## src/rtl/pipe_reg_mem_wb_elastic.sv

```systemverilog
// MEM/WB stage register with a valid/ready handshake and a two-entry skid buffer.
// in_ready is derived only from registered state, so WB backpressure never reaches MEM combinationally.
module pipe_reg_mem_wb_elastic #(
    parameter int unsigned DATA_W  = 20,
    parameter int unsigned INSTR_W = 20,
    parameter int unsigned OPC_MSB = 19,
    parameter int unsigned OPC_LSB = 16,
    parameter logic [OPC_MSB-OPC_LSB:0] LOAD_OPCODE = 4'h2
) (
    input  logic               clock,
    input  logic               reset,
    input  logic               flush,
    input  logic               in_valid,
    output logic               in_ready,
    input  logic [DATA_W-1:0]  alu_result,
    input  logic [DATA_W-1:0]  mem_rdata,
    input  logic [INSTR_W-1:0] instruction,
    output logic               out_valid,
    input  logic               out_ready,
    output logic [DATA_W-1:0]  alu_out,
    output logic [DATA_W-1:0]  mem_out,
    output logic [INSTR_W-1:0] instr_out,
    output logic [DATA_W-1:0]  wb_data,
    output logic [1:0]         occupancy
);

    // Loads write back memory data; every other op writes back the ALU result.
    function automatic logic is_load(input logic [INSTR_W-1:0] instr);
        return (instr[OPC_MSB:OPC_LSB] == LOAD_OPCODE);
    endfunction

    logic               head_valid_q, head_valid_d;
    logic [DATA_W-1:0]  head_alu_q, head_alu_d;
    logic [DATA_W-1:0]  head_mem_q, head_mem_d;
    logic [INSTR_W-1:0] head_instr_q, head_instr_d;
    logic               skid_valid_q, skid_valid_d;
    logic [DATA_W-1:0]  skid_alu_q, skid_alu_d;
    logic [DATA_W-1:0]  skid_mem_q, skid_mem_d;
    logic [INSTR_W-1:0] skid_instr_q, skid_instr_d;
    logic [1:0]         occ_q, occ_d;
    logic               accept_s;
    logic               pop_s;

    assign in_ready  = ~skid_valid_q & reset;
    assign out_valid = head_valid_q;
    assign alu_out   = head_alu_q;
    assign mem_out   = head_mem_q;
    assign instr_out = head_instr_q;
    assign occupancy = occ_q;
    assign wb_data   = is_load(head_instr_q) ? head_mem_q : head_alu_q;

    // Next-state selection for the head and skid entries; flush wins over accept and pop.
    always_comb begin
        accept_s     = in_valid & in_ready;
        pop_s        = head_valid_q & out_ready;
        head_valid_d = head_valid_q;
        head_alu_d   = head_alu_q;
        head_mem_d   = head_mem_q;
        head_instr_d = head_instr_q;
        skid_valid_d = skid_valid_q;
        skid_alu_d   = skid_alu_q;
        skid_mem_d   = skid_mem_q;
        skid_instr_d = skid_instr_q;
        if (flush) begin
            head_valid_d = 1'b0;
            skid_valid_d = 1'b0;
        end else if (pop_s && skid_valid_q) begin
            // Skid full means in_ready is low, so no accept can coincide with this move.
            head_valid_d = 1'b1;
            head_alu_d   = skid_alu_q;
            head_mem_d   = skid_mem_q;
            head_instr_d = skid_instr_q;
            skid_valid_d = 1'b0;
        end else if (accept_s && (!head_valid_q || pop_s)) begin
            head_valid_d = 1'b1;
            head_alu_d   = alu_result;
            head_mem_d   = mem_rdata;
            head_instr_d = instruction;
        end else if (accept_s) begin
            skid_valid_d = 1'b1;
            skid_alu_d   = alu_result;
            skid_mem_d   = mem_rdata;
            skid_instr_d = instruction;
        end else if (pop_s) begin
            head_valid_d = 1'b0;
        end else begin
            head_valid_d = head_valid_q;
        end
        occ_d = {1'b0, head_valid_d} + {1'b0, skid_valid_d};
    end

    // Entry registers with asynchronous active-low reset.
    always_ff @(posedge clock or negedge reset) begin
        if (!reset) begin
            head_valid_q <= 1'b0;
            head_alu_q   <= '0;
            head_mem_q   <= '0;
            head_instr_q <= '0;
            skid_valid_q <= 1'b0;
            skid_alu_q   <= '0;
            skid_mem_q   <= '0;
            skid_instr_q <= '0;
            occ_q        <= 2'd0;
        end else begin
            head_valid_q <= head_valid_d;
            head_alu_q   <= head_alu_d;
            head_mem_q   <= head_mem_d;
            head_instr_q <= head_instr_d;
            skid_valid_q <= skid_valid_d;
            skid_alu_q   <= skid_alu_d;
            skid_mem_q   <= skid_mem_d;
            skid_instr_q <= skid_instr_d;
            occ_q        <= occ_d;
        end
    end

endmodule

```

## config.mk

```make
export PLATFORM = sky130hd
export DESIGN_NAME = pipe_reg_mem_wb_elastic
export DESIGN_NICKNAME = d
export VERILOG_FILES = /design/src/rtl/pipe_reg_mem_wb_elastic.sv
export SDC_FILE = /design/constraint.sdc
export NUM_CORES = 1
export LEC_CHECK = 0
export ABC_AREA = 1
export CAP_MARGIN = 15
export CORE_AREA = 2 2 127 129
export CTS_CLUSTER_DIAMETER = 100
export CTS_CLUSTER_SIZE = 12
export DETAILED_ROUTE_END_ITERATION = 16
export DIE_AREA = 0 0 129 131
export GPL_ROUTABILITY_DRIVEN = 1
export PLACE_DENSITY = 0.73
export SLEW_MARGIN = 25
export SYNTH_ARGS = -nofsm -noshare
export SYNTH_HDL_FRONTEND = slang
export SYNTH_SLANG_ARGS = --single-unit
```

## constraint.sdc

```tcl
create_clock -name clock -period 2.8 [get_ports clock]
set_input_delay 0.56 -clock clock [delete_from_list [all_inputs] [get_ports clock]]
set_output_delay 0.56 -clock clock [all_outputs]
set_load 0.03 [all_outputs]
```

; Word level (Yosys, flattened, before mapping)
; Cells that the tools add are included.
[classes]
n_addsub = 1
n_eq_ne = 1
muxes = 16
bitwise_logic = 7
n_reduce_logical = 7
[op_table]
columns = cell, count
row1 = $mux 20, 7
row2 = $mux 1, 9
row3 = $eq 4x2->1 const B, 1
row4 = $not 1->1, 4
row5 = $reduce_and 4->1, 1
row6 = $and 1x1->1, 3
row7 = $add 1x1->2, 1
row8 = $logic_and 1x1->1, 2
row9 = $reduce_and 2->1, 1
row10 = $reduce_bool 2->1, 1
row11 = $logic_not 1->1, 1
row12 = $logic_or 1x1->1, 1
[word_totals]
ff_bits = 124
inputBits = 65
out_inout_bits = 84
elab_cells = 41

; Longest topological paths before layout
[logic_depth]
depth_word = 8
mapped_depth = 9
depth_no_buf = 7

; Worst setup path before layout
; OpenSTA, ideal clock, no wires.
[synth_path]
path_kind = reg2out
start = register head_instr_q[19] (netlist: instr_out[19])
end = output wb_data[0]
t_arrival_ns = 1.619
required_ns = 2.240
path_slack_ns = 0.621
path_stages_with_launch = 5
path_buffers = 1
cell_sequence = dfrtp_1 -> nor2_1 -> nand3b_1 -> clkbuf_1 -> o21ai_0
[synth_via]
elab_chain_cells = 2
[synth_rtl]
columns = element, line
row1 = start: declaration, 35  ; logic [INSTR_W-1:0] head_instr_q, head_instr_d;
row2 = start signal: assignment, 108  ; head_instr_q <= head_instr_d;
row3 = $eq 4x2->1, 29  ; return (instr[OPC_MSB:OPC_LSB] == LOAD_OPCODE);
row4 = $mux 20, 50  ; assign wb_data = is_load(head_instr_q) ? head_mem_q : head_alu_q;
row5 = end: declaration, 23  ; output logic [DATA_W-1:0] wb_data,
; Every way passes these cells.

; Worst setup path after layout
[layout_path]
start = register head_valid_q (netlist: out_valid)
end = output out_valid
[layout_rtl]
columns = element, line
row1 = start: declaration, 32  ; logic head_valid_q, head_valid_d;
row2 = start signal: assignment, 105  ; head_valid_q <= head_valid_d;
row3 = end: declaration, 18  ; output logic out_valid,
; No word-level cell between the ends.

==> impl_metrics.env <==
export IMPL_status="complete, no violations"
export IMPL_synth_compound_area_share_pct=1.84
export IMPL_setup_tns_ps=0
export IMPL_crit_chain="clkdlybuf4s50_1"
export IMPL_period_needed_ps=2450
export IMPL_cp_slowest_cell="clkdlybuf4s50_1"
export IMPL_synth_seq_cells=124
export IMPL_p_int_mw=4.44
export IMPL_die_area_um2=16900
export IMPL_fin_worst_skew_ps=8.62
export IMPL_fin_cells=1157
export IMPL_antenna_found_initial=0
export IMPL_power_leakage_nw=4.28
export IMPL_syn_to_final_growth_pct=35.3
export IMPL_grt_max_degree=71
export IMPL_r2r_slack_ps=880
export IMPL_hold_class="reg2reg"
export IMPL_port_buffer_count=148
export IMPL_grt_pass1_wl_mm=28.9
export IMPL_synth_fp_nets=873
export IMPL_setup_viol=0
export IMPL_grt_pass1_vias=5492
export IMPL_dp_hpwl_mm=11.0
export IMPL_antenna_left=0
export IMPL_slew_violations=0
export IMPL_ys_seq_area_share_pct=51.2
export IMPL_muxShareOfSynthArea_pct=0
export IMPL_crit_family="buffers and inverters"
export IMPL_coreArea_um2=15600
export IMPL_routed_wl_mm=18.1
export IMPL_root_buffer="clkbuf_16"
export IMPL_cp_start_kind="flop"
export IMPL_top_layer_used="met4"
export IMPL_nets=994
export IMPL_crit_end="out_valid"
export IMPL_drtIter0Drc=435
export IMPL_critical_path_endpoint_type="output pin"
export IMPL_synth_xor_xnor_area_share_pct=0
export IMPL_wl_met1_mm=8.22
export IMPL_register_area_um2=3110
export IMPL_cts_tree="built"
export IMPL_drive_gt1_share_pct=8.18
export IMPL_rows=46
export IMPL_dr_wl_met2_mm=8.39
export IMPL_hold_ws_ps=477
export IMPL_drc_errors=0
export IMPL_cts_htree_levels=4
export IMPL_r2r_end="mem_out[18]"
export IMPL_worst_setup_path_type="reg2out"
export IMPL_syn_mean_instance_area_um2=7.51
export IMPL_critPathBufInv=1
export IMPL_cts_sinks=124
export IMPL_synth_cell_types=22
export IMPL_synth_top_family_by_area="simple AND/OR/NAND/NOR gates"
export IMPL_initial_utilization_pct=38.8
export IMPL_hold_viol_final=0
export IMPL_synthAdderAreaFrac_pct=0.206
export IMPL_numCtsBuffers=17
export IMPL_clk_pin_slew_ps=60
export IMPL_dr_total_vias=5840
export IMPL_io_pins=149
export IMPL_pwr_share_seq_pct=36.2
export IMPL_timing_rr_start="skid_valid_q"
export IMPL_p_sw_share_pct=32.8
export IMPL_die_h_um=131
export IMPL_crit_fanout=25
export IMPL_arrival_ps=1890
export IMPL_grt_util_all_layers_pct=22.3
export IMPL_multi_input_comb_area_um2=2540
export IMPL_final_common_cell="nand2_1"
export IMPL_grt_overflow_total=0
export IMPL_place_gp_congestion=0.816
export IMPL_syn_cell_area_um2=6060
export IMPL_rsz0062_at_grt="false"
export IMPL_cts_setup_buffers=0
export IMPL_vias_per_cell=5.05
export IMPL_switching_power_mw=2.17
export IMPL_clock_fmax_mhz=408
export IMPL_r2r_cells=7
export IMPL_p_per_area_nw_per_um2=806
export IMPL_dp_cells=1124
export IMPL_slowest_delay_ps=770
export IMPL_synth_cells=807
export IMPL_clk_latency_ps=420
export IMPL_detail_route_wl_per_cell_um=15.6
export IMPL_n_antenna_cell=0
export IMPL_cts_max_path_buffers=2
export IMPL_yosysWarnings=0
export IMPL_comb_power_share_pct=28.0
export IMPL_ir_worst_vdd_mv=0.455
export IMPL_worstPathRequired_ps=2240
export IMPL_max_cap_violations=0
export IMPL_slew_headroom_pct=41.1
export IMPL_finalCritPeriodShare_pct=87.6
export IMPL_startpoint="out_valid"
export IMPL_cp_depth=1
export IMPL_worst_pin_slew_ps=883
export IMPL_wl_met3_mm=1.22
export IMPL_die_x_um=129
export IMPL_yosys_area_share_simple_pct=39.9
export IMPL_final_cell_mix="nand2_1, clkdlybuf4s50_1, dfrtp_1"
export IMPL_fin_util_pct=52.6
export IMPL_pwr_share_clk_pct=35.8
export IMPL_firstDrtPassIters=5
export IMPL_fillers=1460
==> registers in the layout, indices dropped and copies added, names as in the netlist <==
| signal | flops |
|---|---|
| skid_instr_q | 20 |
| occupancy | 2 |
| out_valid | 1 |
| skid_valid_q | 1 |
| alu_out | 20 |
| skid_alu_q | 20 |
| mem_out | 20 |
| skid_mem_q | 20 |
| instr_out | 20 |
==> how the worst min path moves through the flow <==
stage	end	from	cells after the start	slack (ps)
finish	skid_alu_q[10]	skid_alu_q[10]	2	480
CTS	skid_alu_q[10]	skid_alu_q[10]	2	480
global route	skid_instr_q[19]	skid_instr_q[19]	2	500
detailed placement	skid_instr_q[8]	reset	1	410
floorplan	alu_out[0]	reset	0	260
global placement	occupancy[0]	reset	1	410
==> power groups by stage <==
stage / registers [mW] / clock network [mW] / logic [mW]
2_1_floorplan: 2.72 / 0 / 0.695
3_3_place_gp: 2.41 / 0 / 1.83
3_5_place_dp: 2.41 / 0 / 1.85
4_1_cts: 2.39 / 2.40 / 1.87
5_1_grt: 2.43 / 2.48 / 2.00
6_report: 2.39 / 2.37 / 1.85
==> layout make-up <==
class	count	share of cell area, %
multi-input combinational	597	31.0
inverter	25	1.21
clock buffer	25	6.04
sequential	124	37.9
clock inverter	7	1.65
timing repair buffer	163	18.9
tap	216	3.30
==> kinds of logic after synthesis <==
logic type,Yosys count
AND/OR/NAND/NOR,574
flip-flops,124
AO/OA/AOI/OAI,22
buffers and inverters,86
adder cells (fa/ha/maj),1
==> metal layers <==
layer / track usage [%] / vias up
li1: - / 2820
met1: 30.0 / 2770
met2: 35.1 / 228
met3: 5.74 / 22
met4: 7.99 / 0
met5: 0 / -
==> cell usage after synthesis <==
cell type | number | area [µm²]
inv_2 | 2 | 7.51
dfrtp_1 | 124 | 3100
buf_1 | 4 | 15.0
nor2_2 | 2 | 12.5
a21oi_1 | 1 | 5.00
inv_1 | 22 | 82.6
clkbuf_1 | 24 | 90.1
a31oi_1 | 1 | 6.26
ha_1 | 1 | 12.5
nand2_1 | 442 | 1660
nand2_2 | 2 | 12.5
nor3_1 | 1 | 5.00
buf_2 | 20 | 100
nand4_1 | 60 | 375
nand3b_1 | 1 | 7.51
nand3_1 | 62 | 310
buf_6 | 4 | 45.0
clkinv_4 | 1 | 8.76
nor2_1 | 1 | 3.75
nand3_2 | 3 | 30.0
buf_4 | 9 | 67.6
o21ai_0 | 20 | 100
==> metrics by stage <==
stage               area (µm²)  setup slack, ps  total power, mW
finish                    8200              346             6.61
detailed placement        7560              651             4.27
CTS                       8200              319             6.65
global route              8200              260             6.91
global placement          7560              702             4.24
floorplan                 6060              621             3.42
==> timing repair <==
| item | in CTS | in global routing |
|---|---|---|
| hold buffers | 1 | 0 |
| endpoints found under the hold margin | 13 | 0 |
| gates resized for setup | 0 | 0 |
==> worst register-to-register path, stage by stage, from the launching register on <==
cell and delay (ps):
dfrtp_2 690, inv_1 90, nand3_1 100, nand2_1 70, nand3_2 50, buf_4 540
nand2_1 190, nand2_1 120
No activity file was read; power rests on OpenSTA's default activity.
